### src/rtl/multiword_add_sequencer_if.sv
// rtl/multiword_add_sequencer_if.sv - operand/result handshake bundle for the word-serial adder
interface multiword_add_sequencer_if #(
    parameter int WIDTH  = 8,
    parameter int CHUNKS = 4
);
    logic                      in_valid;
    logic                      in_ready;
    logic [WIDTH*CHUNKS-1:0]   a;
    logic [WIDTH*CHUNKS-1:0]   b;
    logic                      cin;
    logic                      out_valid;
    logic                      out_ready;
    logic [WIDTH*CHUNKS-1:0]   sum;
    logic                      cout;
    logic                      ovf;

    modport master (
        output in_valid, a, b, cin, out_ready,
        input  in_ready, out_valid, sum, cout, ovf
    );

    modport slave (
        input  in_valid, a, b, cin, out_ready,
        output in_ready, out_valid, sum, cout, ovf
    );
endinterface

### src/rtl/multiword_add_sequencer.sv
// rtl/multiword_add_sequencer.sv - wide adder built from one WIDTH-bit slice, one chunk per clock
module multiword_add_sequencer #(
    parameter int WIDTH  = 8,
    parameter int CHUNKS = 4
) (
    input  logic                       clk,
    input  logic                       rst_n,
    multiword_add_sequencer_if.slave   bus,
    output logic                       busy
);
    localparam int TOTAL = WIDTH * CHUNKS;
    localparam int CW    = (CHUNKS < 2) ? 1 : $clog2(CHUNKS + 1);
    localparam logic [CW-1:0] LAST = CW'(CHUNKS - 1);

    typedef enum logic [1:0] {
        S_IDLE,
        S_RUN,
        S_DONE
    } state_t;

    state_t            state_q, state_d;
    logic [TOTAL-1:0]  a_q, a_d;
    logic [TOTAL-1:0]  b_q, b_d;
    logic [TOTAL-1:0]  acc_q, acc_d;
    logic [TOTAL-1:0]  sum_q, sum_d;
    logic              carry_q, carry_d;
    logic              cout_q, cout_d;
    logic              ovf_q, ovf_d;
    logic [CW-1:0]     cnt_q, cnt_d;

    logic [WIDTH:0]    slice_c;
    logic [WIDTH-1:0]  slice_s;

    // The single shared ripple slice; slice_c[WIDTH-1] is the carry into the chunk MSB.
    always_comb begin
        slice_c    = '0;
        slice_s    = '0;
        slice_c[0] = carry_q;
        for (int i = 0; i < WIDTH; i++) begin
            slice_s[i]   = a_q[i] ^ b_q[i] ^ slice_c[i];
            slice_c[i+1] = (a_q[i] & b_q[i]) | (slice_c[i] & (a_q[i] ^ b_q[i]));
        end
    end

    always_comb begin
        state_d = state_q;
        a_d     = a_q;
        b_d     = b_q;
        acc_d   = acc_q;
        sum_d   = sum_q;
        carry_d = carry_q;
        cout_d  = cout_q;
        ovf_d   = ovf_q;
        cnt_d   = cnt_q;
        case (state_q)
            S_IDLE: begin
                if (bus.in_valid) begin
                    a_d     = bus.a;
                    b_d     = bus.b;
                    carry_d = bus.cin;
                    acc_d   = '0;
                    cnt_d   = '0;
                    state_d = S_RUN;
                end
            end
            S_RUN: begin
                a_d   = a_q >> WIDTH;
                b_d   = b_q >> WIDTH;
                acc_d = acc_q >> WIDTH;
                acc_d[TOTAL-1 -: WIDTH] = slice_s;
                carry_d = slice_c[WIDTH];
                cnt_d   = cnt_q + CW'(1);
                // Result is published only on the last chunk so sum stays stable outside DONE.
                if (cnt_q == LAST) begin
                    sum_d   = acc_d;
                    cout_d  = slice_c[WIDTH];
                    ovf_d   = slice_c[WIDTH-1] ^ slice_c[WIDTH];
                    state_d = S_DONE;
                end
            end
            S_DONE: begin
                if (bus.out_ready) begin
                    state_d = S_IDLE;
                end
            end
            default: begin
                state_d = S_IDLE;
            end
        endcase
    end

    always_ff @(posedge clk or negedge rst_n) begin
        if (!rst_n) begin
            state_q <= S_IDLE;
            a_q     <= '0;
            b_q     <= '0;
            acc_q   <= '0;
            sum_q   <= '0;
            carry_q <= 1'b0;
            cout_q  <= 1'b0;
            ovf_q   <= 1'b0;
            cnt_q   <= '0;
        end else begin
            state_q <= state_d;
            a_q     <= a_d;
            b_q     <= b_d;
            acc_q   <= acc_d;
            sum_q   <= sum_d;
            carry_q <= carry_d;
            cout_q  <= cout_d;
            ovf_q   <= ovf_d;
            cnt_q   <= cnt_d;
        end
    end

    assign bus.in_ready  = (state_q == S_IDLE);
    assign bus.out_valid = (state_q == S_DONE);
    assign busy          = (state_q != S_IDLE);
    assign bus.sum       = sum_q;
    assign bus.cout      = cout_q;
    assign bus.ovf       = ovf_q;
endmodule

### src/flat_wrapper.sv
// flat-port wrapper written by rule: the top's interface ports become plain ports
module multiword_add_sequencer_flat 
#(
    parameter int WIDTH  = 8,
    parameter int CHUNKS = 4
)
  (clk, rst_n, busy, bus_in_valid, bus_a, bus_b, bus_cin, bus_out_ready, bus_in_ready, bus_out_valid, bus_sum, bus_cout, bus_ovf);
  multiword_add_sequencer_if #(.WIDTH(WIDTH), .CHUNKS(CHUNKS)) bus_i ();
  input  logic clk;
  input  logic rst_n;
  output logic busy;
  input wire logic [$bits(bus_i.in_valid)-1:0] bus_in_valid;
  input wire logic [$bits(bus_i.a)-1:0] bus_a;
  input wire logic [$bits(bus_i.b)-1:0] bus_b;
  input wire logic [$bits(bus_i.cin)-1:0] bus_cin;
  input wire logic [$bits(bus_i.out_ready)-1:0] bus_out_ready;
  output wire logic [$bits(bus_i.in_ready)-1:0] bus_in_ready;
  output wire logic [$bits(bus_i.out_valid)-1:0] bus_out_valid;
  output wire logic [$bits(bus_i.sum)-1:0] bus_sum;
  output wire logic [$bits(bus_i.cout)-1:0] bus_cout;
  output wire logic [$bits(bus_i.ovf)-1:0] bus_ovf;
  assign bus_i.in_valid = bus_in_valid;
  assign bus_i.a = bus_a;
  assign bus_i.b = bus_b;
  assign bus_i.cin = bus_cin;
  assign bus_i.out_ready = bus_out_ready;
  assign bus_in_ready = bus_i.in_ready;
  assign bus_out_valid = bus_i.out_valid;
  assign bus_sum = bus_i.sum;
  assign bus_cout = bus_i.cout;
  assign bus_ovf = bus_i.ovf;
  multiword_add_sequencer #(.WIDTH(WIDTH), .CHUNKS(CHUNKS)) u_core (.clk(clk), .rst_n(rst_n), .bus(bus_i), .busy(busy));
endmodule
### config.mk
export PLATFORM = sky130hd
export DESIGN_NAME = multiword_add_sequencer_flat
export DESIGN_NICKNAME = d
export VERILOG_FILES = /design/src/rtl/multiword_add_sequencer_if.sv /design/src/rtl/multiword_add_sequencer.sv /design/src/flat_wrapper.sv
export SDC_FILE = /design/constraint.sdc
export NUM_CORES = 1
export LEC_CHECK = 0
export CAP_MARGIN = 20
export CORE_UTILIZATION = 65
export CTS_BUF_LIST = sky130_fd_sc_hd__clkbuf_8 sky130_fd_sc_hd__clkbuf_16
export CTS_CLUSTER_SIZE = 24
export DETAILED_ROUTE_END_ITERATION = 10
export DONT_BUFFER_PORTS = 1
export GPL_TIMING_DRIVEN = 0
export PLACE_DENSITY = 0.78
export REMOVE_ABC_BUFFERS = 1
export SLEW_MARGIN = 30
export SYNTH_ARGS = -nofsm -noshare
export SYNTH_HDL_FRONTEND = slang
export SYNTH_SLANG_ARGS = --single-unit
export TNS_END_PERCENT = 1
### constraint.sdc
create_clock -name clk -period 11.8 [get_ports clk]
set_input_delay 2.36 -clock clk [delete_from_list [all_inputs] [get_ports clk]]
set_output_delay 2.36 -clock clk [all_outputs]
set_load 0.02 [all_outputs]
==> metrics.txt <==
status=complete, no violations; DP HPWL=6925 um; Vias/cell=6.571; fmax=206.1 MHz; nets=535; Initial Util=67.46%; Cell Rows=33; Mapped Area=5543 um2; Mapped Cells=477; number of antenna diodes=0; first-pass GRT wire length=18840 um; Post-CTS Setup Bufs=0; Distinct cells, synth=34; fin crit period=4852 ps; # fillers=553; CTS tree=done; Least-Margin Pin Slew=902.4 ps; die area=8901 um2; maxcap violations=0; final setup violation count=0; Peak supply drop=0.1436 mV; flops & latches, synth=128; Final Max Tran Viols=0; # hold bufs at CTS=0; most instantiated cells after synthesis=dfrtp_1, o22ai_1, o21ai_0, a21oi_1, nand2_1; layout cells sized above 1=15.99%; WP data required=9440 ps; CP Data Arrival Time=2490 ps; IO Pins=106; share of the synthesized area in the top cell type=57.79%; Main synth FF type=dfrtp_1; CTS root buf=clkbuf_8; sequential area share after synthesis=57.79%; initial antenna violation count=0; total negative slack=0 ps; Yosys warning total=0; Final Util=73.96%; Worst setup SP type=flip-flop; DIE WIDTH=94.35 um; leakage=0.002686 uW; synth top area cells=dfrtp_1, o22ai_1, mux2_2; most area-hungry cell type in the Yosys netlist=dfrtp_1; EDFF count, synth=0; clk_lat worst skew=520 ps; cts repair resizes=0; largest net degree at the start of global routing=129; Syn-to-layout area delta=9.639%; remaining antenna violation count=0; Pre-antenna DRT Iters=5; Vias=3772; CTS buffer count=17; H-Tree Depth=4; Power per Cell Area=335.6 nW/um2; asr flop ratio synth=100.0%; clock buffer depth=2; CP endpoint kind=output pin; synthesized area per cell=11.62 um2; Worst-path clk slew=60 ps; min-delay worst type=flip-flop to flip-flop; CTS sink count=128; area of the multi-input gates=2004 um2; WL final=11770 um; Final Non-Filler Cells=574; global route overflow=0; drt wl/cell=20.51 um; vias in the first global route=3706; Die Y-Extent=94.35 um; gpl congestion=0.7772; initial DRC count=222; Slew HR=39.84%; placed cell count=542; Clock Skews=5.939 ps; Final Hold Viols=0; GRT Resource Usage Total=28.30%; core area=8217 um2; RSZ-0062 raised after global routing=false; count leader, synth=dfrtp_1; CP Class=flip-flop to output pin; Max FO, Critical Path=44; Sequential Area=3204 um2; DRC=0; Port Buffers=0; fin crit share=41.12%
==> cell type report <==
class                   count  share of cell area, %
clock buffers              17                  6.815
inverters                  19                  1.174
repair buffers              1                 0.3294
clock inverters            15                  3.809
well taps                 105                  2.162
multi-input cells         289                  32.98
flip-flops and latches    128                  52.73
==> stage by stage <==
step	setup slack (ps)	total power (uW)	instance area (um2)	hold WS (ps)
after floorplan	7857	1286	5264	459.0
after global placement	7593	1412	5395	475.6
after detailed placement	7522	1464	5429	481.0
after CTS	6986	2048	6075	499.7
after global routing	6872	2168	6077	514.1
final	6948	2039	6077	493.8
==> critical path, cell delays in order, from the launching register on <==
cell	delay (ps)
dfrtp_1	930
inv_2	550
nor2_1	460
==> report_power, final <==
part	internal, uW	switching [uW]
combinational	276	328
clock	368	198
sequential	641	229
==> sequential cells by signal, summed over array words and instances (netlist names) <==
register         flops
u_core.a_q          32
u_core.acc_q        24
u_core.b_q          32
u_core.bus.cout      1
u_core.bus.ovf       1
u_core.bus.sum      32
u_core.carry_q       1
u_core.cnt_q         3
u_core.state_q       2
==> worst paths after layout <==
| kind | to | depth (start not counted) | start | slack, ps |
|---|---|---|---|---|
| worst max-delay path | bus_out_valid | 2 | u_core.state_q[1] | 6950 |
| worst min-delay path | u_core.acc_q[10] | 1 | u_core.acc_q[10] | 490 |
| worst max register to register | u_core.bus.ovf | 13 | u_core.carry_q | 7590 |
| worst min register to register | u_core.acc_q[10] | 1 | u_core.acc_q[10] | 490 |
| max in group asynchronous | u_core.a_q[27] | 0 | rst_n | 10100 |
| min in group asynchronous | u_core.bus.sum[3] | 0 | rst_n | 1530 |
==> layout by cell type (no fill, tap or decap) <==
cell type     n
clkinvlp_4    2
a21oi_1      41
buf_12        1
ha_1          2
nand2b_1      2
o21ai_1       3
o21ba_1       1
nor2b_2       1
o211ai_1      1
clkbuf_16    16
inv_1        17
nand2b_2      2
nand3b_4      1
o31ai_1       1
mux2_2       25
nor2b_1       1
dfrtp_1     127
nor2_2        1
clkinv_2      1
inv_6         5
inv_2         2
clkbuf_8      1
a22o_1       19
mux2_1        1
a2bb2oi_1     1
o221a_1       2
dfrtp_2       1
bufinv_16     5
o21ai_0      44
nand3_1       1
fa_1          8
clkinv_4      2
nand3b_1      8
nor2_1        8
nor2_4        2
o21bai_4      1
o22ai_1      74
xor2_1        1
nand2_1      31
o221a_2       6
==> routing by layer <==
| layer | vias to the layer above | GRT usage, % | routed length [um] |
|---|---|---|---|
| li1 | 1718 | - | - |
| met1 | 1883 | 36.20 | 4818 |
| met2 | 149 | 46.20 | 5921 |
| met3 | 22 | 7.488 | 809 |
| met4 | 0 | 11.28 | 220 |
| met5 | - | 0 | 0 |
==> logic make-up after synthesis <==
kind of cell	count (synthesis)	share of synthesized area, %
AO/OA/AOI/OAI	194	21.74
flip-flops	128	57.79
buffers and inverters	60	6.320
AND/OR/NAND/NOR	58	5.372
multiplexers	26	5.282
adder cells (fa/ha/maj)	10	3.341
XOR/XNOR	1	0.1580
Power figures use the tool's default switching activity.
